==> src/rtl/nrdiv_seq_pipe_pkg.sv <==
// Shared definitions for the nrdiv_seq_pipe divider: FSM state codes and counter sizing.
package nrdiv_pkg;

    localparam logic [2:0] IDLE = 3'd0;
    localparam logic [2:0] INIT = 3'd1;
    localparam logic [2:0] ITER = 3'd2;
    localparam logic [2:0] FIX  = 3'd3;
    localparam logic [2:0] DONE = 3'd4;

    // The iteration counter must be able to hold the value W itself.
    function automatic int cnt_w(input int w);
        return $clog2(w + 1);
    endfunction

endpackage

==> src/rtl/nrdiv_seq_pipe_if.sv <==
// Operand/result bus of the nrdiv_seq_pipe divider; master = producer/consumer, slave = divider.
interface nrdiv_seq_pipe_if #(parameter int W = 16);

    // Handshake: a beat transfers on a rising edge where valid && ready; the source holds
    // valid and its payload stable until that edge, and ready never depends on valid.
    logic         in_valid;
    logic         in_ready;
    logic         in_signed;
    logic [W-1:0] dividend;
    logic [W-1:0] divisor;
    logic         out_valid;
    logic         out_ready;
    logic [W-1:0] quotient;
    logic [W-1:0] remainder;
    logic         div_by_zero;

    modport master (
        output in_valid, in_signed, dividend, divisor, out_ready,
        input  in_ready, out_valid, quotient, remainder, div_by_zero
    );

    modport slave (
        input  in_valid, in_signed, dividend, divisor, out_ready,
        output in_ready, out_valid, quotient, remainder, div_by_zero
    );

endinterface

==> src/rtl/nrdiv_seq_pipe_step.sv <==
// One combinational non-restoring division step: shift in the next dividend bit, add or subtract M.
module nrdiv_step #(
    parameter int W = 16
) (
    input  logic [W:0]   r_i,
    input  logic [W-1:0] q_i,
    input  logic [W-1:0] m_i,
    output logic [W:0]   r_o,
    output logic [W-1:0] q_o
);

    logic [W:0] r_sh;
    logic [W:0] m_ext;

    // The add/subtract decision uses the sign of R before the shift, which is the only
    // place the full sign survives; the shifted value may wrap modulo 2^(W+1).
    always_comb begin
        m_ext = {1'b0, m_i};
        r_sh  = {r_i[W-1:0], q_i[W-1]};
        r_o   = r_i[W] ? (r_sh + m_ext) : (r_sh - m_ext);
    end

    assign q_o = {q_i[W-2:0], ~r_o[W]};

endmodule

==> src/rtl/nrdiv_seq_pipe.sv <==
// Sequential non-restoring divider, UNROLL steps per clock, one division in flight.
// Optional signed mode is compiled in with NRDIV_SIGNED_EN.
module nrdiv_seq_pipe
    import nrdiv_pkg::*;
#(
    parameter int W      = 16,
    parameter int UNROLL = 1
) (
    input  logic            clk,
    input  logic            reset_n,
    nrdiv_seq_pipe_if.slave bus,
    output logic [2:0]      state_dbg
);

    localparam int CW = cnt_w(W);

    logic [2:0]    state_q, state_d;
    logic [W:0]    r_q, r_d;
    logic [W-1:0]  q_q, q_d;
    logic [W-1:0]  m_q, m_d;
    logic [CW-1:0] cnt_q, cnt_d;
    logic [W-1:0]  a_q, a_d;
    logic [W-1:0]  b_q, b_d;
    logic [W-1:0]  quot_q, quot_d;
    logic [W-1:0]  rem_q, rem_d;
    logic          dbz_q, dbz_d;

    logic [W:0]    r_fix;
    logic [W-1:0]  a_abs, b_abs, quot_fix, rem_fix;
    logic [W:0]    r_next;
    logic [W-1:0]  q_next;

    for (genvar i = 0; i < UNROLL; i++) begin : g_step
        logic [W:0]   r_in, r_out;
        logic [W-1:0] q_in, q_out;
        if (i == 0) begin : g_first
            assign r_in = r_q;
            assign q_in = q_q;
        end else begin : g_next
            assign r_in = g_step[i-1].r_out;
            assign q_in = g_step[i-1].q_out;
        end
        nrdiv_step #(.W(W)) u_step (
            .r_i (r_in),
            .q_i (q_in),
            .m_i (m_q),
            .r_o (r_out),
            .q_o (q_out)
        );
    end

    assign r_next = g_step[UNROLL-1].r_out;
    assign q_next = g_step[UNROLL-1].q_out;
    assign r_fix  = r_q[W] ? (r_q + {1'b0, m_q}) : r_q;

`ifdef NRDIV_SIGNED_EN
    logic sgn_q, sgn_d;
    logic a_neg, b_neg;

    always_comb begin
        sgn_d = sgn_q;
        if (state_q == IDLE && bus.in_valid) sgn_d = bus.in_signed;
    end

    always_ff @(posedge clk or negedge reset_n) begin
        if (!reset_n) sgn_q <= 1'b0;
        else          sgn_q <= sgn_d;
    end

    assign a_neg    = sgn_q & a_q[W-1];
    assign b_neg    = sgn_q & b_q[W-1];
    assign a_abs    = a_neg ? -a_q : a_q;
    assign b_abs    = b_neg ? -b_q : b_q;
    assign quot_fix = (a_neg ^ b_neg) ? -q_q : q_q;
    assign rem_fix  = a_neg ? -r_fix[W-1:0] : r_fix[W-1:0];
`else
    logic unused_signed;
    assign unused_signed = bus.in_signed;
    assign a_abs    = a_q;
    assign b_abs    = b_q;
    assign quot_fix = q_q;
    assign rem_fix  = r_fix[W-1:0];
`endif

    always_comb begin
        state_d = state_q;
        r_d     = r_q;
        q_d     = q_q;
        m_d     = m_q;
        cnt_d   = cnt_q;
        a_d     = a_q;
        b_d     = b_q;
        quot_d  = quot_q;
        rem_d   = rem_q;
        dbz_d   = dbz_q;
        case (state_q)
            IDLE: begin
                if (bus.in_valid) begin
                    a_d     = bus.dividend;
                    b_d     = bus.divisor;
                    state_d = INIT;
                end
            end
            INIT: begin
                r_d     = '0;
                q_d     = a_abs;
                m_d     = b_abs;
                cnt_d   = '0;
                state_d = (b_q == '0) ? FIX : ITER;
            end
            ITER: begin
                r_d   = r_next;
                q_d   = q_next;
                cnt_d = cnt_q + CW'(UNROLL);
                if (cnt_d == CW'(W)) state_d = FIX;
            end
            FIX: begin
                // A zero divisor skips the iterations entirely and reports the raw dividend.
                if (b_q == '0) begin
                    quot_d = '1;
                    rem_d  = a_q;
                    dbz_d  = 1'b1;
                end else begin
                    quot_d = quot_fix;
                    rem_d  = rem_fix;
                    dbz_d  = 1'b0;
                end
                state_d = DONE;
            end
            DONE: begin
                if (bus.out_ready) state_d = IDLE;
            end
            default: state_d = IDLE;
        endcase
    end

    always_ff @(posedge clk or negedge reset_n) begin
        if (!reset_n) begin
            state_q <= IDLE;
            r_q     <= '0;
            q_q     <= '0;
            m_q     <= '0;
            cnt_q   <= '0;
            a_q     <= '0;
            b_q     <= '0;
            quot_q  <= '0;
            rem_q   <= '0;
            dbz_q   <= 1'b0;
        end else begin
            state_q <= state_d;
            r_q     <= r_d;
            q_q     <= q_d;
            m_q     <= m_d;
            cnt_q   <= cnt_d;
            a_q     <= a_d;
            b_q     <= b_d;
            quot_q  <= quot_d;
            rem_q   <= rem_d;
            dbz_q   <= dbz_d;
        end
    end

    assign bus.in_ready    = (state_q == IDLE);
    assign bus.out_valid   = (state_q == DONE);
    assign bus.quotient    = quot_q;
    assign bus.remainder   = rem_q;
    assign bus.div_by_zero = dbz_q;
    assign state_dbg       = state_q;

endmodule

==> src/flat_wrapper.sv <==
// flat-port wrapper written by rule: the top's interface ports become plain ports
module nrdiv_seq_pipe_flat import nrdiv_pkg::*;
#(
    parameter int W      = 16,
    parameter int UNROLL = 1
)
  (clk, reset_n, state_dbg, bus_in_valid, bus_in_signed, bus_dividend, bus_divisor, bus_out_ready, bus_in_ready, bus_out_valid, bus_quotient, bus_remainder, bus_div_by_zero);
  nrdiv_seq_pipe_if #(.W(W)) bus_i ();
  input  logic clk;
  input  logic reset_n;
  output logic [2:0] state_dbg;
  input wire logic [$bits(bus_i.in_valid)-1:0] bus_in_valid;
  input wire logic [$bits(bus_i.in_signed)-1:0] bus_in_signed;
  input wire logic [$bits(bus_i.dividend)-1:0] bus_dividend;
  input wire logic [$bits(bus_i.divisor)-1:0] bus_divisor;
  input wire logic [$bits(bus_i.out_ready)-1:0] bus_out_ready;
  output wire logic [$bits(bus_i.in_ready)-1:0] bus_in_ready;
  output wire logic [$bits(bus_i.out_valid)-1:0] bus_out_valid;
  output wire logic [$bits(bus_i.quotient)-1:0] bus_quotient;
  output wire logic [$bits(bus_i.remainder)-1:0] bus_remainder;
  output wire logic [$bits(bus_i.div_by_zero)-1:0] bus_div_by_zero;
  assign bus_i.in_valid = bus_in_valid;
  assign bus_i.in_signed = bus_in_signed;
  assign bus_i.dividend = bus_dividend;
  assign bus_i.divisor = bus_divisor;
  assign bus_i.out_ready = bus_out_ready;
  assign bus_in_ready = bus_i.in_ready;
  assign bus_out_valid = bus_i.out_valid;
  assign bus_quotient = bus_i.quotient;
  assign bus_remainder = bus_i.remainder;
  assign bus_div_by_zero = bus_i.div_by_zero;
  nrdiv_seq_pipe #(.W(W), .UNROLL(UNROLL)) u_core (.clk(clk), .reset_n(reset_n), .bus(bus_i), .state_dbg(state_dbg));
endmodule
==> config.mk <==
export PLATFORM = sky130hd
export DESIGN_NAME = nrdiv_seq_pipe_flat
export DESIGN_NICKNAME = d
export VERILOG_FILES = /design/src/rtl/nrdiv_seq_pipe_pkg.sv /design/src/rtl/nrdiv_seq_pipe_if.sv /design/src/rtl/nrdiv_seq_pipe_step.sv /design/src/rtl/nrdiv_seq_pipe.sv /design/src/flat_wrapper.sv
export SDC_FILE = /design/constraint.sdc
export NUM_CORES = 1
export LEC_CHECK = 0
export ABC_AREA = 1
export CORE_UTILIZATION = 44
export CTS_BUF_LIST = sky130_fd_sc_hd__clkbuf_8
export DETAILED_ROUTE_END_ITERATION = 6
export SLEW_MARGIN = 0
export SYNTH_ARGS = -nofsm -noshare
export SYNTH_HDL_FRONTEND = slang
export SYNTH_SLANG_ARGS = --single-unit
==> constraint.sdc <==
create_clock -name clk -period 5.5 [get_ports clk]
set_input_delay 0.825 -clock clk [delete_from_list [all_inputs] [get_ports clk]]
set_output_delay 0.825 -clock clk [all_outputs]
set_load 0.005 [all_outputs]
==> flow_summary.json <==
{
  "fin_crit_sh_pct": 54.9,
  "cp_slowest_cell": "dfrtp_1",
  "post_cts_buffers": 0,
  "gp_congestion": 0.944,
  "start_util_pct": 44.9,
  "dr_wl_met3_um": 686,
  "postRouteWirelength_mm": 18.0,
  "cts-buffers-inserted": 17,
  "hold_viol": 0,
  "grt_pass1_wl_mm": 29.8,
  "row_count": 46,
  "final_cell_mix": "219 x nand2_1, 122 x dfrtp_1, 111 x inv_1",
  "pin_count": 75,
  "synth_ff_type": "dfrtp_1",
  "worst_setup_path_end_kind": "flip-flop",
  "min_path_type": "input port to async pin",
  "die-height_um": 129,
  "die-area_um2": 16700,
  "timing.critical_path.max_delay_family": "simple AND/OR/NAND/NOR gates",
  "layout_commonest_cell": "nand2_1",
  "antenna_found_initial": 0,
  "grt_pass1_vias": 5854,
  "setup-tns-final_ps": 0,
  "drt_iter0_drc": 386,
  "netlist_instances": 923,
  "via_per_inst": 5.04,
  "power_density_nw_per_um2": 704,
  "drive_gt1_share_pct": 5.19,
  "syn_area_per_cell_um2": 7.73,
  "wl_per_cell_um": 14.8,
  "arrival_ps": 3310,
  "path_class": "flip-flop to flip-flop",
  "ir_drop_mv": 0.483,
  "synth_edf_count": 0,
  "required_ps": 5800,
  "portBuffers": 73,
  "yosys.cell_types.count": 46,
  "met1_length_mm": 8.93,
  "grt-ovfl-total": 0,
  "critPathBufInv": 1,
  "post_cts_resize_count": 0,
  "ant_nets": 0,
  "final_cells": 1218,
  "seq_area_frac_synth_pct": 42.8,
  "syn-num-nets": 995,
  "cts_hold_buffers": 0,
  "status": "finished clean",
  "drv_slew": 0,
  "critical_path.max_stage_delay_ps": 420,
  "insertion_delay_ps": 440,
  "fmax_ghz": 0.331,
  "cts_htree_levels": 4,
  "path_common_cell": "nand2_1",
  "tightest_slew_ps": 999,
  "cts.sinks": 122,
  "first_pass_iters": 5,
  "placed_cells": 1187,
  "coreArea_um2": 15900,
  "grt_max_degree": 68,
  "cts_tree": "built",
  "clockRootBuffer": "clkbuf_8",
  "n_antenna_cell": 0,
  "drv_cap": 0,
  "final_util_pct": 53.0,
  "route.met2.wl_mm": 8.18,
  "area_growth_pct": 18.0,
  "synth-seq-cells": 122,
  "relSlewSlack_pct": 33.2,
  "fillCellCount": 1601,
  "highest_layer": "met4",
  "vias": 6139,
  "cp_max_fo": 5,
  "setup_viol": 0,
  "ys_warn_count": 0,
  "nNetsFinal": 1062,
  "die_w_um": 129,
  "cp-start-kind": "flip-flop",
  "total_leakage_power_nw": 4.17,
  "rsz0062_at_grt": "no",
  "fin_crit_ps": 3020,
  "worst_slack_ps": 2480,
  "crit_chain": "inv_1 -> nand4_1 -> nand3b_1 -> nor2_1 -> nand2_1 -> nand2_1 -> xor2_1 -> ha_1 -> a21oi_1 -> nand2_1 -> nand2_1 -> nand2_1 -> a21oi_1 -> nand2_1 -> nand3_1 -> o21ai_0",
  "drc": 0,
  "post-place-ws_ps": 2480,
  "synthArstFlopShare_pct": 100,
  "clockBufferDepth": 2,
  "fin_skew_ps": 11.1,
  "rrSetupSlack_ps": 2480,
  "syn_area_um2": 7140,
  "hpwl_mm": 13.2,
  "clk_pin_slew_worst_paths_ps": 80,
  "grt_usage_pct": 23.3
}
per-stage QoR:
stage | area [um2] | power [W] | hold WS [ps]
after floorplan | 7140 | 0.00406 | 468
after global placement | 8000 | 0.00501 | 475
after detailed placement | 8000 | 0.00505 | 484
after CTS | 8420 | 0.00595 | 475
after global routing | 8420 | 0.00655 | 516
final | 8420 | 0.00593 | 456
metal layers:
metal,up-vias,global-route usage (%)
met5,-,0
met4,0,6.85
met3,17,5.08
met2,130,36.7
met1,2840,32.1
li1,3152,-
report_power, final:
group	switching (W)	total (W)	internal, W	leakage (nW)
logic	0.00205	0.00336	0.00131	2.48
registers	0.000376	0.00171	0.00133	1.47
clock network	0.000366	0.000865	0.000500	0.216
state kept, by name, indices dropped and copies added, names as in the netlist:
name / flops
u_core.state_dbg: 3
u_core.g_step.q_in: 16
u_core.b_abs: 16
u_core.a_abs: 16
u_core.cnt_q: 5
u_core.bus.quotient: 16
u_core.bus.div_by_zero: 1
u_core.bus.remainder: 16
u_core.g_step.r_in: 17
u_core.m_q: 16
final cells by class:
type,count,area (um2),area share (%)
multi-input combinational,655,3470,41.2
inverter,117,444,5.27
timing repair buffer,77,758,9.00
clock inverter,13,176,2.09
clock buffer,18,248,2.94
tap,216,270,3.21
sequential,122,3050,36.2
Yosys cell counts, types with 2 or more instances:
master      n  area share (%)
mux2_1     13             2.1
o21ai_1    10            0.70
a21o_1      2            0.21
and2_1      3            0.26
nor2_1    109             5.7
a22oi_1    15             1.6
ha_1       33             5.8
nor3_1      6            0.42
clkbuf_1    8            0.42
fa_1        2            0.56
buf_6       3            0.47
nand3_1    40             2.8
nand4_1     8            0.70
o22ai_1    17             1.5
inv_2       5            0.26
a21oi_1    68             4.8
nor2_4      2            0.32
o211ai_1    4            0.42
xnor2_1     8            0.98
inv_1     110             5.8
buf_2      12            0.84
o21ai_0    59             4.1
buf_4       5            0.53
nand2_2     4            0.35
xor2_1     12             1.5
dfrtp_1   122              43
nand3b_1    6            0.63
nand2_1   219              12
final timing paths:
| check | from | to | depth (start not counted) |
|---|---|---|---|
| worst max register to register | u_core.m_q[1] | u_core.g_step[0].r_in[16] | 16 |
| worst min register to register | u_core.a_abs[15] | u_core.bus.remainder[15] | 2 |
| min in group clk | u_core.a_abs[15] | u_core.bus.remainder[15] | 2 |
| max in group asynchronous | reset_n | u_core.g_step[0].r_in[10] | 2 |
| worst max-delay path | u_core.m_q[1] | u_core.g_step[0].r_in[16] | 16 |
| worst min-delay path | reset_n | u_core.bus.quotient[10] | 1 |
worst register-to-register path, stage by stage (launching register included):
cell,delay [ps]
dfrtp_1,420
inv_1,160
nand4_1,130
nand3b_1,210
nor2_1,300
nand2_1,90
nand2_1,80
xor2_1,220
ha_1,330
a21oi_1,240
nand2_1,110
nand2_1,70
nand2_1,60
a21oi_1,130
nand2_1,60
nand3_1,140
o21ai_0,110
logic make-up (layout without fill, tap and decap cells):
family	after synthesis	count (layout)	share of synthesized area [%]
muxes	14	14	2.21
and+or+nand+nor	406	406	23.8
DFF	122	122	42.8
AOI/OAI and AO/OA	180	180	13.9
buffers and inverters	146	225	8.54
xor gates and xnor gates	20	20	2.45
adders and majority gates	35	35	6.35
Power figures use the tool's default switching activity.
